<file path="src/rtl/nr_divider_pipe.sv">
// nr_divider_pipe: handshaked unsigned divider built on Newton-Raphson reciprocal refinement.
// Define NR_DIVIDER_EXACT_EN to add the REM/CORR stages that make quotient/remainder exact.
//
// state | meaning
// IDLE  | waiting for operands, in_ready high
// NORM  | zero-divisor check, divisor normalisation, reciprocal seed
// ITER  | Newton-Raphson refinement, two cycles per iteration
// QMUL  | quotient estimate (or zero-divisor result) loaded
// REM   | signed remainder of the estimate
// CORR  | one +/-1 quotient fix per cycle
// DONE  | result held until out_ready
module nr_divider_pipe #(
   parameter int WIDTH = 16,
   parameter int ITERS = 3
) (
   input  logic             clk,
   input  logic             rst_n,
   input  logic             in_valid,
   output logic             in_ready,
   input  logic [WIDTH-1:0] numerator,
   input  logic [WIDTH-1:0] denominator,
   output logic             out_valid,
   input  logic             out_ready,
   output logic [WIDTH-1:0] quotient,
   output logic [WIDTH-1:0] remainder,
   output logic             div_by_zero
);

   localparam int FRAC = WIDTH + 2;
   localparam int XW   = FRAC + 2;
   localparam int PW   = WIDTH + XW;
   localparam int SW   = $clog2(WIDTH + 1);
   localparam int SHW  = $clog2(FRAC + WIDTH + 1);
   localparam int IW   = (ITERS > 1) ? $clog2(ITERS) : 1;
   localparam int RW   = WIDTH + 2;

   // 2.9142 and 2.0 as fixed-point values with FRAC fraction bits
   localparam logic [XW-1:0] SEED = XW'(((64'd29142 << FRAC) + 64'd5000) / 64'd10000);
   localparam logic [XW-1:0] TWO  = XW'(64'd2 << FRAC);

   typedef enum logic [2:0] {
      S_IDLE, S_NORM, S_ITER, S_QMUL, S_REM, S_CORR, S_DONE
   } state_t;

   state_t           state_q, state_d;
   logic [WIDTH-1:0] num_q, num_d;
   logic [WIDTH-1:0] den_q, den_d;
   logic [WIDTH-1:0] q_q, q_d;
   logic [FRAC-1:0]  dn_q, dn_d;
   logic [SW-1:0]    s_q, s_d;
   logic [XW-1:0]    x_q, x_d;
   logic [XW-1:0]    t_q, t_d;
   logic             ph_q, ph_d;
   logic             dz_q, dz_d;
   logic [IW-1:0]    it_q, it_d;

   logic [SW-1:0]    lz;
   logic [WIDTH-1:0] den_norm;
   logic [XW-1:0]    t_next;
   logic [XW-1:0]    two_m_t;
   logic [XW-1:0]    x_next;
   logic [SHW-1:0]   q_sh;
   logic [PW-1:0]    q_shift;
   logic [WIDTH-1:0] q_est;

   function automatic logic [SW-1:0] lzc(input logic [WIDTH-1:0] v);
      logic [SW-1:0] n;
      logic          found;
      n     = '0;
      found = 1'b0;
      for (int i = WIDTH - 1; i >= 0; i--) begin
         if (!found) begin
            if (v[i]) found = 1'b1;
            else      n = n + SW'(1);
         end
      end
      return n;
   endfunction

   assign lz       = lzc(den_q);
   assign den_norm = den_q << lz;
   assign t_next   = XW'(({{XW{1'b0}}, dn_q} * {{FRAC{1'b0}}, x_q}) >> FRAC);
   assign two_m_t  = TWO - t_q;
   assign x_next   = XW'(({{XW{1'b0}}, x_q} * {{XW{1'b0}}, two_m_t}) >> FRAC);
   assign q_sh     = SHW'(FRAC + WIDTH) - SHW'(s_q);
   assign q_shift  = ({{XW{1'b0}}, num_q} * {{WIDTH{1'b0}}, x_q}) >> q_sh;
   assign q_est    = (|q_shift[PW-1:WIDTH]) ? '1 : q_shift[WIDTH-1:0];

`ifdef NR_DIVIDER_EXACT_EN
   logic signed [RW-1:0] r_q, r_d;
   logic signed [RW-1:0] den_s;
   logic signed [RW-1:0] r_calc;
   logic signed [RW-1:0] r_adj;

   function automatic logic in_range(input logic signed [RW-1:0] r,
                                     input logic signed [RW-1:0] d);
      return !r[RW-1] && (r < d);
   endfunction

   assign den_s  = $signed({2'b00, den_q});
   assign r_calc = $signed({2'b00, num_q})
                   - $signed(RW'({{WIDTH{1'b0}}, q_q} * {{WIDTH{1'b0}}, den_q}));
   assign r_adj  = r_q[RW-1] ? (r_q + den_s) : (r_q - den_s);
`endif

   always_comb begin
      state_d = state_q;
      num_d   = num_q;
      den_d   = den_q;
      q_d     = q_q;
      dn_d    = dn_q;
      s_d     = s_q;
      x_d     = x_q;
      t_d     = t_q;
      ph_d    = ph_q;
      dz_d    = dz_q;
      it_d    = it_q;
`ifdef NR_DIVIDER_EXACT_EN
      r_d     = r_q;
`endif
      case (state_q)
         S_IDLE: begin
            if (in_valid) begin
               num_d   = numerator;
               den_d   = denominator;
               dz_d    = 1'b0;
               ph_d    = 1'b0;
               it_d    = '0;
               state_d = S_NORM;
            end
         end
         S_NORM: begin
            // zero divisor result is loaded in QMUL so the result registers have a single load point
            if (den_q == '0) begin
               dz_d    = 1'b1;
               state_d = S_QMUL;
            end else begin
               s_d     = lz;
               dn_d    = {den_norm, 2'b00};
               x_d     = SEED - {1'b0, den_norm, 2'b00, 1'b0};
               state_d = S_ITER;
            end
         end
         S_ITER: begin
            if (!ph_q) begin
               t_d  = t_next;
               ph_d = 1'b1;
            end else begin
               x_d  = x_next;
               ph_d = 1'b0;
               if (it_q == IW'(ITERS - 1)) begin
                  it_d    = '0;
                  state_d = S_QMUL;
               end else begin
                  it_d = it_q + IW'(1);
               end
            end
         end
         S_QMUL: begin
            if (dz_q) begin
               q_d     = '1;
`ifdef NR_DIVIDER_EXACT_EN
               r_d     = $signed({2'b00, num_q});
`endif
               state_d = S_DONE;
            end else begin
               q_d     = q_est;
`ifdef NR_DIVIDER_EXACT_EN
               state_d = S_REM;
`else
               state_d = S_DONE;
`endif
            end
         end
`ifdef NR_DIVIDER_EXACT_EN
         S_REM: begin
            r_d     = r_calc;
            state_d = in_range(r_calc, den_s) ? S_DONE : S_CORR;
         end
         S_CORR: begin
            q_d = r_q[RW-1] ? (q_q - WIDTH'(1)) : (q_q + WIDTH'(1));
            r_d = r_adj;
            if (in_range(r_adj, den_s)) state_d = S_DONE;
         end
`endif
         S_DONE: begin
            if (out_ready) state_d = S_IDLE;
         end
         default: state_d = S_IDLE;
      endcase
   end

   always_ff @(posedge clk or negedge rst_n) begin
      if (!rst_n) state_q <= S_IDLE;
      else        state_q <= state_d;
   end

   always_ff @(posedge clk or negedge rst_n) begin
      if (!rst_n) begin
         num_q <= '0;
         den_q <= '0;
         q_q   <= '0;
         dn_q  <= '0;
         s_q   <= '0;
         x_q   <= '0;
         t_q   <= '0;
         ph_q  <= 1'b0;
         dz_q  <= 1'b0;
         it_q  <= '0;
`ifdef NR_DIVIDER_EXACT_EN
         r_q   <= '0;
`endif
      end else begin
         num_q <= num_d;
         den_q <= den_d;
         q_q   <= q_d;
         dn_q  <= dn_d;
         s_q   <= s_d;
         x_q   <= x_d;
         t_q   <= t_d;
         ph_q  <= ph_d;
         dz_q  <= dz_d;
         it_q  <= it_d;
`ifdef NR_DIVIDER_EXACT_EN
         r_q   <= r_d;
`endif
      end
   end

   assign in_ready    = (state_q == S_IDLE);
   assign out_valid   = (state_q == S_DONE);
   assign quotient    = q_q;
   assign div_by_zero = dz_q;
`ifdef NR_DIVIDER_EXACT_EN
   assign remainder   = r_q[WIDTH-1:0];
`else
   assign remainder   = '0;
`endif

endmodule

</file>
<file path="config.mk">
export PLATFORM = sky130hd
export DESIGN_NAME = nr_divider_pipe
export DESIGN_NICKNAME = d
export VERILOG_FILES = /design/src/rtl/nr_divider_pipe.sv
export SDC_FILE = /design/constraint.sdc
export NUM_CORES = 2
export LEC_CHECK = 0
export CORE_MARGIN = 3
export CORE_UTILIZATION = 37
export CTS_CLUSTER_SIZE = 24
export DETAILED_ROUTE_END_ITERATION = 7
export PLACE_DENSITY = 0.6
export SLEW_MARGIN = 30
export SYNTH_ARGS = -nofsm -noshare
export SYNTH_HDL_FRONTEND = slang
export SYNTH_SLANG_ARGS = --single-unit
</file>
<file path="constraint.sdc">
create_clock -name clk -period 25.9 [get_ports clk]
set_input_delay 6.475 -clock clk [delete_from_list [all_inputs] [get_ports clk]]
set_output_delay 6.475 -clock clk [all_outputs]
set_load 0.05 [all_outputs]
</file>
==> results.yml <==
yosys:
  synthArstFlopShare: 1.000
  yosys-top-cells-area: "fa_1 (38%), ha_1 (10%), inv_1 (8.2%)"
  synth.avg_cell_area_sq_um: 8.421
  ys_ff_latch: 116
  synth_top_area_frac: 0.3757
  yosys_warnings: 0
  synth_edf_count: 0
  ys_seq_area_frac: 0.06667
  synthCells: 5170
  ys.flop_type: "dfrtp_1"
  netlist_area_sq_um: 43540
  synth_top_area_cell: "fa_1"
  ys_types: 110
sta:
  timing.fmax_mhz: 71.40
  rsz0062_at_grt: "no"
  finalSetupViolCount: 0
  skew_ns: 0.02143
  slew_violations: 0
  slew-limit-headroom: 0.3425
  period_needed_ns: 14.01
  min_period_over_period: 0.5408
  tns_ns: 0
  whs_ns: 0.4805
  worst_pin_slew_ns: 0.9792
  hold_violations: 0
job:
  drv_cap: 0
clock_tree:
  hold_buffers: 0
  h-tree-depth: 4
  cts_sinks: 116
  clockBufferDepth: 2
  numCtsBuffers: 17
  clk_latency_ns: 0.49
  clkTransAtPathRegs_ns: 0.07
  post_cts_resized: 0
  post_cts_buffers: 0
  cts-root-buf: "clkbuf_16"
  cts_tree: "built"
global_route:
  grt_max_degree: 66
  grtUsageTotal: 0.1988
  gr-total-overflow: 0
  antenna_found_initial: 0
  grt_pass1_wl_mm: 194.8
  grt_pass1_vias: 35970
finish:
  fin_area_sq_um: 45970
  syn_to_final_growth_pct: 5.593
  num-nets-final: 6214
  final_common_cell: "inv_1"
  final_cell_mix: "inv_1 (949), nand2_1 (851), fa_1 (817), and2_1 (503), ha_1 (363)"
  n_antenna_cell: 0
  drive_gt1_frac: 0.04251
critical_path:
  required_ns: 26.29
  rr_worst_depth: 57
  cp_slowest_cell: "a2111oi_0"
  arrival_ns: 14.39
  worstSetupStartpointType: "flip-flop"
  cp-end-kind: "flip-flop"
  critPathKind: "reg -> reg"
  cp_max_fo: 16
  critical-path-max-stage-delay_ns: 0.65
  timing.critical_path.mode_cell: "ha_1"
detailed_routing:
  drc_errors: 0
  drt-total-wl_mm: 116.1
  vias: 33620
  drt_first_iter_violations: 1886
  ant_nets: 0
  wl_per_cell_um: 17.77
  routed_via_density: 5.145
  firstDrtPassIters: 6
place:
  postPlaceCellArea_sq_um: 45330
  dp_hpwl_mm: 89.60
  gp_congestion: 0.8717
  port_buffers: 54
min_path:
  hp-class: "reg -> reg"
  min_path_cells: 2
floorplanning:
  die_h_um: 349.0
  placement_rows: 125
  initial_utilization: 0.3736
  die_x_um: 349.0
  dieArea_sq_um: 121800
  core_sq_um: 116500
  num_io_pins: 71
run_status:
  status: "finished clean"
[final timing paths]
path | from | to | slack [ns]
min reg2reg | num_q[10] | num_q[10] | 0.48
max in group asynchronous | rst_n | x_q[11] | 18.59
max | den_q[13] | x_q[18] | 11.89
min | num_q[10] | num_q[10] | 0.48
min in group asynchronous | rst_n | den_q[7] | 6.00
max reg2reg | den_q[13] | x_q[18] | 11.89
[logic make-up (layout without fill, tap and decap cells)]
group	count (synthesis)	count (layout)	synth area share
adders and majority gates	1185	1185	0.4812
xor gates and xnor gates	141	141	0.03066
buffers and inverters	1290	1115	0.1135
other	1	16	0.00008613
muxes	80	80	0.01954
DFF	116	116	0.06667
and+or+nand+nor	1800	1800	0.2015
AOI/OAI and AO/OA	557	557	0.08676
[through the flow]
step / setup WS [ns] / std cells / util
finish: 11.89 / 6534 / 0.3945
global route: 10.86 / 6534 / 0.3945
CTS: 12.02 / 6534 / 0.3943
detailed placement: 12.11 / 6502 / 0.3890
global placement: 12.17 / 6502 / 0.3890
floorplan: 13.98 / 5185 / -
[synth_stat cells, types with 48 or more instances]
master    count
inv_1       949
nand2_1     852
fa_1        817
and2_1      504
ha_1        364
clkbuf_1    300
nor2_1      151
o21ai_0     128
a21oi_1     125
dfrtp_1     116
xnor2_1      89
mux2i_1      58
nor3_1       54
nand3_1      48
[metal layers]
metal | vias to the layer above | part of all wire | track usage
met3 | 131 | 0.041 | 0.02207
li1 | 15580 | - | -
met4 | 0 | 0.023 | 0.05033
met5 | - | 0 | 0
met1 | 17250 | 0.45 | 0.2671
met2 | 667 | 0.49 | 0.3414
[flip-flops by register name (all words and copies together) (netlist names)]
register and cells:
den_q 16, div_by_zero 1, dn_q 16, it_q 2
num_q 16, ph_q 1, quotient 16, s_q 5
state_q 3, t_q 20, x_q 20
[critical path, delay by kind of cell (launching register included)]
family | cells | cell delay (ns)
AND/OR/NAND/NOR | 19 | 3.64
flip-flops | 1 | 0.51
buffers and inverters | 1 | 0.24
adder cells (fa/ha/maj) | 13 | 4.19
multiplexers | 3 | 0.46
AO/OA/AOI/OAI | 21 | 4.85
[layout make-up]
type,instances,area [sq um]
Multi-Input combinational cell,3779,35840
Timing Repair Buffer,131,1120
Clock buffer,17,425.4
Fill cell,11850,70550
Clock inverter,15,183.9
Inverter,952,3573
Tap cell,1524,1907
Sequential cell,116,2927
Power is not shown: default switching activity piles up to over one toggle a cycle in this logic, so the estimate is an artifact.
